$ cat src/rtl/uart_pkg.sv
// Shared definitions for the UART MMIO controller.
// Holds the CPU-visible register addresses, the CON register bit positions
// and the TX handshake state encoding.
package uart_pkg;

    localparam logic [31:0] UART_ADDR_TXD = 32'h4000_0018;
    localparam logic [31:0] UART_ADDR_RXD = 32'h4000_001C;
    localparam logic [31:0] UART_ADDR_CON = 32'h4000_0020;

    localparam int CON_TX_IRQ_EN = 0;
    localparam int CON_RX_IRQ_EN = 1;
    localparam int CON_TX_BUSY   = 2;
    localparam int CON_RX_AVAIL  = 3;
    localparam int CON_OVERRUN   = 4;
    localparam int CON_TX_DONE   = 5;

    typedef enum logic [1:0] {
        TX_IDLE      = 2'd0,
        TX_START     = 2'd1,
        TX_WAIT_DONE = 2'd2
    } tx_state_t;

endpackage

$ cat src/rtl/uart_rx_fifo.sv
// Receive FIFO for the UART controller.
// Ports:
//   i_clk, i_rst      clock, asynchronous active-high reset
//   i_push, i_data    write request and byte (dropped when full unless popping)
//   i_pop             read request (ignored when empty)
//   o_data            current head entry (stale when empty)
//   o_full, o_empty   occupancy flags
//   o_count           number of stored entries
module uart_rx_fifo #(
    parameter int DEPTH = 4,
    parameter int WIDTH = 8
) (
    input  logic                     i_clk,
    input  logic                     i_rst,
    input  logic                     i_push,
    input  logic                     i_pop,
    input  logic [WIDTH-1:0]         i_data,
    output logic [WIDTH-1:0]         o_data,
    output logic                     o_full,
    output logic                     o_empty,
    output logic [$clog2(DEPTH):0]   o_count
);

    localparam int AW = $clog2(DEPTH);
    localparam logic [AW:0] ONE        = (AW + 1)'(1);
    localparam logic [AW:0] FULL_COUNT = (AW + 1)'(DEPTH);

    logic [WIDTH-1:0] r_mem [DEPTH];
    logic [AW:0]      r_wr_ptr;
    logic [AW:0]      r_rd_ptr;
    logic [AW:0]      r_count;

    logic w_do_push;
    logic w_do_pop;

    assign o_full  = (r_count == FULL_COUNT);
    assign o_empty = (r_count == '0);
    assign o_count = r_count;
    assign o_data  = r_mem[r_rd_ptr[AW-1:0]];

    // A full FIFO still accepts a push when the same cycle frees a slot.
    assign w_do_pop  = i_pop & ~o_empty;
    assign w_do_push = i_push & (~o_full | w_do_pop);

    // NOTE: sequential state uses non-blocking assignments so every flop
    // samples the pre-edge values of the others.
    always_ff @(posedge i_clk or posedge i_rst) begin
        if (i_rst) begin
            r_wr_ptr <= '0;
            r_rd_ptr <= '0;
            r_count  <= '0;
        end else begin
            if (w_do_push) r_wr_ptr <= r_wr_ptr + ONE;
            if (w_do_pop)  r_rd_ptr <= r_rd_ptr + ONE;
            case ({w_do_push, w_do_pop})
                2'b10:   r_count <= r_count + ONE;
                2'b01:   r_count <= r_count - ONE;
                default: r_count <= r_count;
            endcase
        end
    end

    // NOTE: storage has no reset; the pointers alone define which entries
    // are valid, so clearing the array would only cost reset fan-out.
    always_ff @(posedge i_clk) begin
        if (w_do_push) r_mem[r_wr_ptr[AW-1:0]] <= i_data;
    end

endmodule

$ cat src/rtl/uart_mmio_ctrl.sv
// Memory-mapped bus controller between the CPU data bus and a UART
// receiver/sender pair.
// Ports:
//   sysclk, reset          system clock, asynchronous active-high reset
//   addr, wdata            CPU address and write data
//   mem_write, mem_read    CPU strobes (write acts at posedge, RXD read pops)
//   rdata                  combinational read data for addr
//   rx_byte, rx_status     receiver byte and frame-complete level (async)
//   tx_byte, tx_en         byte and start request to the sender
//   tx_status              sender idle level (async, 1 = idle)
//   irq                    registered interrupt request
module uart_mmio_ctrl
    import uart_pkg::*;
#(
    parameter logic [31:0] ADDR_TXD = UART_ADDR_TXD,
    parameter logic [31:0] ADDR_RXD = UART_ADDR_RXD,
    parameter logic [31:0] ADDR_CON = UART_ADDR_CON,
    parameter int          RX_DEPTH = 4
) (
    input  logic        sysclk,
    input  logic        reset,
    input  logic [31:0] addr,
    input  logic [31:0] wdata,
    input  logic        mem_write,
    input  logic        mem_read,
    output logic [31:0] rdata,
    input  logic [7:0]  rx_byte,
    input  logic        rx_status,
    output logic [7:0]  tx_byte,
    output logic        tx_en,
    input  logic        tx_status,
    output logic        irq
);

    // ---------------- status synchronisers ----------------
    logic       r_rx_meta;
    logic       r_rx_sync;
    logic       r_rx_prev;
    logic [1:0] r_rx_fill;
    logic       r_tx_meta;
    logic       r_tx_sync;
    logic       w_rx_rise;
    logic       w_tx_status_s;

    // The edge detector starts "high" and only tracks the synchronised level
    // once the two-flop pipeline holds real samples, so an rx_status that is
    // already high when reset drops is not mistaken for a new frame.
    always_ff @(posedge sysclk or posedge reset) begin
        if (reset) begin
            r_rx_meta <= 1'b0;
            r_rx_sync <= 1'b0;
            r_rx_prev <= 1'b1;
            r_rx_fill <= 2'b00;
            r_tx_meta <= 1'b1;
            r_tx_sync <= 1'b1;
        end else begin
            r_rx_meta <= rx_status;
            r_rx_sync <= r_rx_meta;
            r_rx_fill <= {r_rx_fill[0], 1'b1};
            if (r_rx_fill[1]) r_rx_prev <= r_rx_sync;
            r_tx_meta <= tx_status;
            r_tx_sync <= r_tx_meta;
        end
    end

    assign w_rx_rise     = r_rx_sync & ~r_rx_prev;
    assign w_tx_status_s = r_tx_sync;

    // ---------------- address decode ----------------
    logic w_sel_txd;
    logic w_sel_rxd;
    logic w_sel_con;
    logic w_txd_wr;
    logic w_con_wr;
    logic w_rxd_rd;

    assign w_sel_txd = (addr == ADDR_TXD);
    assign w_sel_rxd = (addr == ADDR_RXD);
    assign w_sel_con = (addr == ADDR_CON);
    assign w_txd_wr  = mem_write & w_sel_txd;
    assign w_con_wr  = mem_write & w_sel_con;
    assign w_rxd_rd  = mem_read & w_sel_rxd;

    // ---------------- RX FIFO ----------------
    logic [7:0]                  w_rx_head;
    logic                        w_rx_full;
    logic                        w_rx_empty;
    logic [$clog2(RX_DEPTH):0]   w_rx_count;
    logic                        w_rx_avail;
    logic                        w_overrun_set;

    uart_rx_fifo #(
        .DEPTH (RX_DEPTH),
        .WIDTH (8)
    ) u_rx_fifo (
        .i_clk   (sysclk),
        .i_rst   (reset),
        .i_push  (w_rx_rise),
        .i_pop   (w_rxd_rd),
        .i_data  (rx_byte),
        .o_data  (w_rx_head),
        .o_full  (w_rx_full),
        .o_empty (w_rx_empty),
        .o_count (w_rx_count)
    );

    assign w_rx_avail = ~w_rx_empty;
    // A byte is lost only when full and no pop makes room in the same cycle.
    assign w_overrun_set = w_rx_rise & w_rx_full & ~w_rxd_rd;

    // ---------------- TX handshake FSM ----------------
    tx_state_t r_state;
    tx_state_t w_state_next;
    logic      w_tx_latch;
    logic      w_tx_done_set;
    logic      r_tx_en;
    logic [7:0] r_tx_byte;

    always_ff @(posedge sysclk or posedge reset) begin
        if (reset) r_state <= TX_IDLE;
        else       r_state <= w_state_next;
    end

    // NOTE: every output of this block gets a default first, so no path
    // leaves a signal unassigned and no latch is inferred.
    always_comb begin
        w_state_next  = r_state;
        w_tx_latch    = 1'b0;
        w_tx_done_set = 1'b0;
        case (r_state)
            TX_IDLE: begin
                if (w_txd_wr) begin
                    w_tx_latch   = 1'b1;
                    w_state_next = TX_START;
                end
            end
            TX_START: begin
                if (!w_tx_status_s) w_state_next = TX_WAIT_DONE;
            end
            TX_WAIT_DONE: begin
                if (w_tx_status_s) begin
                    w_tx_done_set = 1'b1;
                    w_state_next  = TX_IDLE;
                end
            end
            default: w_state_next = TX_IDLE;
        endcase
    end

    // TXD writes outside IDLE never reach w_tx_latch, so the byte is frozen
    // for the whole transfer.
    always_ff @(posedge sysclk or posedge reset) begin
        if (reset) begin
            r_tx_en   <= 1'b0;
            r_tx_byte <= 8'h00;
        end else begin
            r_tx_en <= (w_state_next == TX_START);
            if (w_tx_latch) r_tx_byte <= wdata[7:0];
        end
    end

    assign tx_en   = r_tx_en;
    assign tx_byte = r_tx_byte;

    // ---------------- CON register and interrupt ----------------
    logic r_tx_irq_en;
    logic r_rx_irq_en;
    logic r_overrun;
    logic r_tx_done;
    logic r_irq;
    logic w_tx_busy;

    assign w_tx_busy = (r_state != TX_IDLE);

    // Sticky flags: a new event in the same cycle as a W1C wins.
    always_ff @(posedge sysclk or posedge reset) begin
        if (reset) begin
            r_tx_irq_en <= 1'b0;
            r_rx_irq_en <= 1'b0;
            r_overrun   <= 1'b0;
            r_tx_done   <= 1'b0;
            r_irq       <= 1'b0;
        end else begin
            if (w_con_wr) begin
                r_tx_irq_en <= wdata[CON_TX_IRQ_EN];
                r_rx_irq_en <= wdata[CON_RX_IRQ_EN];
            end
            if (w_overrun_set)                        r_overrun <= 1'b1;
            else if (w_con_wr && wdata[CON_OVERRUN])  r_overrun <= 1'b0;
            if (w_tx_done_set)                        r_tx_done <= 1'b1;
            else if (w_con_wr && wdata[CON_TX_DONE])  r_tx_done <= 1'b0;
            r_irq <= (r_rx_irq_en & w_rx_avail) |
                     (r_tx_irq_en & r_tx_done)  |
                     (r_rx_irq_en & r_overrun);
        end
    end

    assign irq = r_irq;

    // ---------------- read mux ----------------
    always_comb begin
        rdata = 32'h0;
        if (w_sel_txd) begin
            rdata = {24'h0, r_tx_byte};
        end else if (w_sel_rxd) begin
            rdata = w_rx_empty ? 32'h0 : {24'h0, w_rx_head};
        end else if (w_sel_con) begin
            rdata = {26'h0, r_tx_done, r_overrun, w_rx_avail,
                     w_tx_busy, r_rx_irq_en, r_tx_irq_en};
        end
    end

    // Upper write-data bits and the FIFO fill level have no register behind them.
    logic w_unused;
    assign w_unused = ^{wdata[31:8], w_rx_count};

endmodule

$ cat config.mk
export PLATFORM = sky130hd
export DESIGN_NAME = uart_mmio_ctrl
export DESIGN_NICKNAME = d
export VERILOG_FILES = /design/src/rtl/uart_pkg.sv /design/src/rtl/uart_rx_fifo.sv /design/src/rtl/uart_mmio_ctrl.sv
export SDC_FILE = /design/constraint.sdc
export NUM_CORES = 1
export LEC_CHECK = 0
export ABC_AREA = 1
export BUFFER_PORTS_ARGS = -buffer_cell sky130_fd_sc_hd__buf_2
export CAP_MARGIN = 0
export CORE_MARGIN = 2
export CORE_UTILIZATION = 36
export DETAILED_ROUTE_END_ITERATION = 16
export GPL_ROUTABILITY_DRIVEN = 0
export SETUP_SLACK_MARGIN = 0.05
export SLEW_MARGIN = 25
export SYNTH_ARGS = -nofsm -noshare
export SYNTH_HDL_FRONTEND = slang
export SYNTH_SLANG_ARGS = --single-unit
export TNS_END_PERCENT = 30
$ cat constraint.sdc
create_clock -name sysclk -period 1.85 [get_ports sysclk]
set_input_delay 0.2775 -clock sysclk [delete_from_list [all_inputs] [get_ports sysclk]]
set_output_delay 0.2775 -clock sysclk [all_outputs]
set_load 0.1 [all_outputs]
## Word level (Yosys, flattened, before mapping)

Memory sizes are Yosys's and may differ from the RTL's.
Cells that the tools add are included.

- Add/subtract/negate cells: 4
- Equal/unequal tests: 9
- Mux-type cells: 19
- Bitwise operators: 18
- Reductions and logical operators: 8

Operators with widths:

| kind | count |
|---|---|
| $eq 32x31->1 const B | 3 |
| $mux 8 | 3 |
| $and 1x1->1 | 11 |
| $mux 1 | 10 |
| $add 3x1->3 const B | 3 |
| $reduce_bool 2->1 | 4 |
| $eq 2x1->1 const B | 3 |
| $mux 2 | 3 |
| $mux 6 | 1 |
| $pmux 2 s3 | 1 |
| $pmux 3 s2 | 1 |
| $eq 2x2->1 const B | 2 |
| $not 1->1 | 4 |
| $eq 3x3->1 const B | 1 |
| $logic_not 3->1 | 1 |
| $or 1x1->1 | 3 |
| $sub 3x1->3 const B | 1 |
| $logic_and 1x1->1 | 2 |
| $logic_not 2->1 | 1 |

- Register bits after elaboration: 32
- RAM bits: 32
- Output and inout port bits: 42
- Logic and storage cells: 76
- Memories kept: 1

Memories:

| name | words | width | rd ports | clocked after Yosys merged registers in | write ports | RTL line | RTL |
|---|---|---|---|---|---|---|---|
| u_rx_fifo.r_mem | 4 | 8 | 1 | 0 | 1 | uart_rx_fifo.sv:28 | `logic [WIDTH-1:0] r_mem [DEPTH];` |

## Depth between registers and ports, before layout

- Depth in word-level cells: 7
- Mapped depth: 15

## By module

A second synthesis with hierarchy kept.

- Cells, all modules: 376
- Area, all modules: 3,249.4 sq um

Modules (own cells, without submodules):

| module | times used | cells each | area each (sq um) | seq. area each (sq um) |
|---|---|---|---|---|
| uart_rx_fifo | 1 | 149 | 1,706.6 | 1,136.1 |
| uart_mmio_ctrl | 1 | 227 | 1,542.7 | 579.3 |

## Worst setup path after synthesis

OpenSTA, ideal clock, no wires.

- Path kind: reg2out
- Start point: register r_tx_byte[6], in the netlist tx_byte[6]
- End point: output port rdata[6]
- Arrival: 1.864 ns
- Data required time: 1.572 ns
- Slack: -0.292 ns
- Cell stages (with the launch flop): 2
- Path buffers: 0
- Cell sequence: dfrtp_1 -> a32o_1

- Cells in the longest elaborated chain, start to end: 1

RTL lines:

| element | RTL line | RTL |
|---|---|---|
| start: declaration | uart_mmio_ctrl.sv:117 | `logic [7:0] r_tx_byte;` |
| start signal: assignment | uart_mmio_ctrl.sv:158 | `if (w_tx_latch) r_tx_byte <= wdata[7:0];` |
| $mux 8 | uart_mmio_ctrl.sv:203 | `if (w_sel_txd) begin` |
| end: declaration | uart_mmio_ctrl.sv:26 | `output logic [31:0] rdata,` |

Every way passes these cells.

## Worst setup path in the final report

- Start point: register u_rx_fifo.r_rd_ptr[0]
- End point: output port rdata[0]

- Cells in the longest elaborated chain, start to end: 4

RTL lines:

| element | RTL line | RTL |
|---|---|---|
| start: declaration | uart_rx_fifo.sv:30 | `logic [AW:0] r_rd_ptr;` |
| start signal: assignment | uart_rx_fifo.sv:54 | `if (w_do_pop) r_rd_ptr <= r_rd_ptr + ONE;` |
| $mem_v2 4x8 | n/a |  |
| $mux 8 | uart_mmio_ctrl.sv:206 | `rdata = w_rx_empty ? 32'h0 : {24'h0, w_rx_head};` |
| $mux 8 | uart_mmio_ctrl.sv:205 | `end else if (w_sel_rxd) begin` |
| $mux 8 | uart_mmio_ctrl.sv:203 |  |

Every way passes these cells.

==> impl_results.md <==
- Outcome: finished, violations left
- Violated checks: setup timing
- Core Area: 8640 um^2
- Area leader, netlist: edfxtp_1
- Largest net degree at the start of global routing: 31
- Fmax achieved: 489 MHz
- Worst R2R Setup Slack: 150 ps
- Overflow after GRT: 0
- First-pass GRT wire length: 11,600 um
- Starting Density: 0.367
- CP endpoint: rdata[0]
- R2r startpoint: u_rx_fifo.o_count[0]
- Pins Over Slew Limit: 0
- Max_cap viols: 0
- Clk_skew: 5.77 ps
- Leak: 0.00201 uW
- Layout Cell Area excl Fill: 4320 um^2
- Synth Area per Inst: 9.47 um^2
- Hold Buf Count CTS: 0
- Mapped cell area: 3170 um^2
- Yosys top cell area share: 0.303
- Pwr Total: 3550 uW
- Hold violation total from the final report: 0
- Vias/cell: 4.55
- Die Footprint: 9580 um^2
- H-Tree Depth: 3
- Total CTS buffers: 9
- Final ANT Viol Nets: 0
- PwrDens: 822 nW/um^2
- WS Path Type: flop to primary output
- Placed cell area: 3990 um^2
- Critical path data arrival time: 1770 ps
- Min-delay worst type: input port to asynchronous set/reset pin
- Commonest non-fill, non-tap cell in the layout: buf_2
- Most frequent cells in the layout: 63 x buf_2, 49 x nand2_1, 45 x nor2_1, 33 x inv_1, 32 x edfxtp_1
- Die W: 97.9 um
- Dpl ws: -197 ps
- RSZ-0062 raised after global routing: yes
- WL/cell: 12.7 um
- R2r endpoint: u_rx_fifo.o_count[1]
- CTS max path bufs: 2
- Initial antenna violation count: 0
- Reg clk slew, reported paths: 70 ps
- Layout cells sized above 1: 0.421
- Remaining DRCs: 0
- Most area-consuming cells after synthesis: edfxtp_1 30%, dfrtp_1 21%, nor2_1 6.2%, nand2_1 6.0%, buf_4 5.7%
- Peak VDD IR: 0.634 mV
- Input/output buffers: 71
- Vias in the first global route: 2,457
- Area Overhead vs Synth: 36.1%
- ANT cells: 0
- Root Buffer: clkbuf_8
- Distinct cells, synth: 36
- Dpl hpwl: 5130 um
- Required time of the critical path: 1570 ps
- Die H: 97.9 um
- Std cell rows: 34
- First-pass iteration count of the detailed router: 4
- CP startpoint kind: flop
- Worst Setup SP: u_rx_fifo.r_rd_ptr[0]
- Setup TNS: -1380 ps
- Initial DRC count: 74
- Drt total wl: 7050 um
- Yosys warns: 0
- Final setup viols: 8
- Worst skew pair latency: 330 ps
- Synth Register Bits: 62
- Io pins: 120
- Register area share after synthesis: 0.541
- R2R cell count: 9
- # nets final: 527
- Setup crit end kind: primary output
- Post-route clock period utilization: 1.11
- Synth Instances: 335
- DR vias: 2,536
- Tot GR Track Use: 0.153
- Fillers: 790
- Final min period: 2040 ps
- CTS tree: built
- Fin worst setup slack: -195 ps
- CTS sink count: 62
- Crit path max fanout: 5
- Final design utilization: 0.500
## cells by family (layout without fill, tap and decap cells)
kind of cell | after synthesis | after routing | synth area share
simple gates | 136 | 136 | 0.197
buf+inv | 73 | 164 | 0.118
flops | 62 | 62 | 0.541
compound gates | 53 | 53 | 0.108
fa+ha+maj | 5 | 5 | 0.0221
xor+xnor | 4 | 4 | 0.0110
other cells | 2 | 25 | 0.00237
## timing repair
| action | 4_1_cts | 5_1_grt |
|---|---|---|
| pin swaps | 13 | 6 |
| setup buffers | 0 | 1 |
| setup endpoints to repair | 8 | 18 |
| gates cloned | 1 | 1 |
| gates resized for setup | 23 | 23 |
## how the worst min path moves through the flow
stage                       endpoint  cells after the start
6_report       u_rx_fifo.r_wr_ptr[1]                      3
2_1_floorplan              r_tx_meta                      0
3_3_place_gp            r_rx_fill[1]                      0
3_5_place_dp               r_rx_sync                      0
5_1_grt                    r_tx_meta                      1
4_1_cts                        tx_en                      3
## power breakdown
part	switching, uW	internal, uW	total (uW)
Sequential	90.9	1620	1710
Combinational	547	223	771
Clock	514	553	1070
Total	1150	2400	3550
## Yosys cell counts, drive strengths merged
master  number
nand3       15
nor2        57
nand2       55
o22ai        7
nor3         4
clkinv       1
nand4        4
o31ai        1
o211ai       3
conb         2
xor2         4
edfxtp      32
a21oi        2
inv         43
fa           1
a32o         2
ha           4
dfstp        3
dfrtp       27
nor3b        1
buf         29
o21ai       38
## cell type report
cell class,count,area (um^2),area share
sequential,62,1720,0.398
multi-input combinational,223,1330,0.309
timing repair buffer,104,763,0.177
inverter,44,190,0.0441
clock buffer,12,155,0.0359
tap,108,135,0.0313
clock inverter,4,22.5,0.00522
## worst max-delay path, cell delays in order, from the launching register on
cell and delay, ps:
dfrtp_2 480, buf_6 160, o21ai_1 130, o22ai_1 110, nand2_1 90, o211ai_2 100
o21ai_4 80, clkinvlp_4 110, buf_12 170
## per-stage QoR
stage,hold WS (ps),cells
finish,18.5,557
global route,20.1,557
CTS,21.8,555
detailed placement,335,538
global placement,333,538
floorplan,282,358
## per-layer routing
metal	global-route usage	vias to the layer above	routed length, um
met5	0	-	0
met4	0.0566	0	62
met3	0.0358	7	492
met2	0.251	95	3400
met1	0.197	1165	3100
li1	-	1269	-
## flip-flops by register name (all words and copies together), names as in the netlist, 2 cells and up
signal and count:
u_rx_fifo.r_mem 32, tx_byte 8, u_rx_fifo.o_count 3, r_rx_fill 2, r_state 2, u_rx_fifo.r_rd_ptr 2
u_rx_fifo.r_wr_ptr 2
No activity file was read; power rests on OpenSTA's default activity.
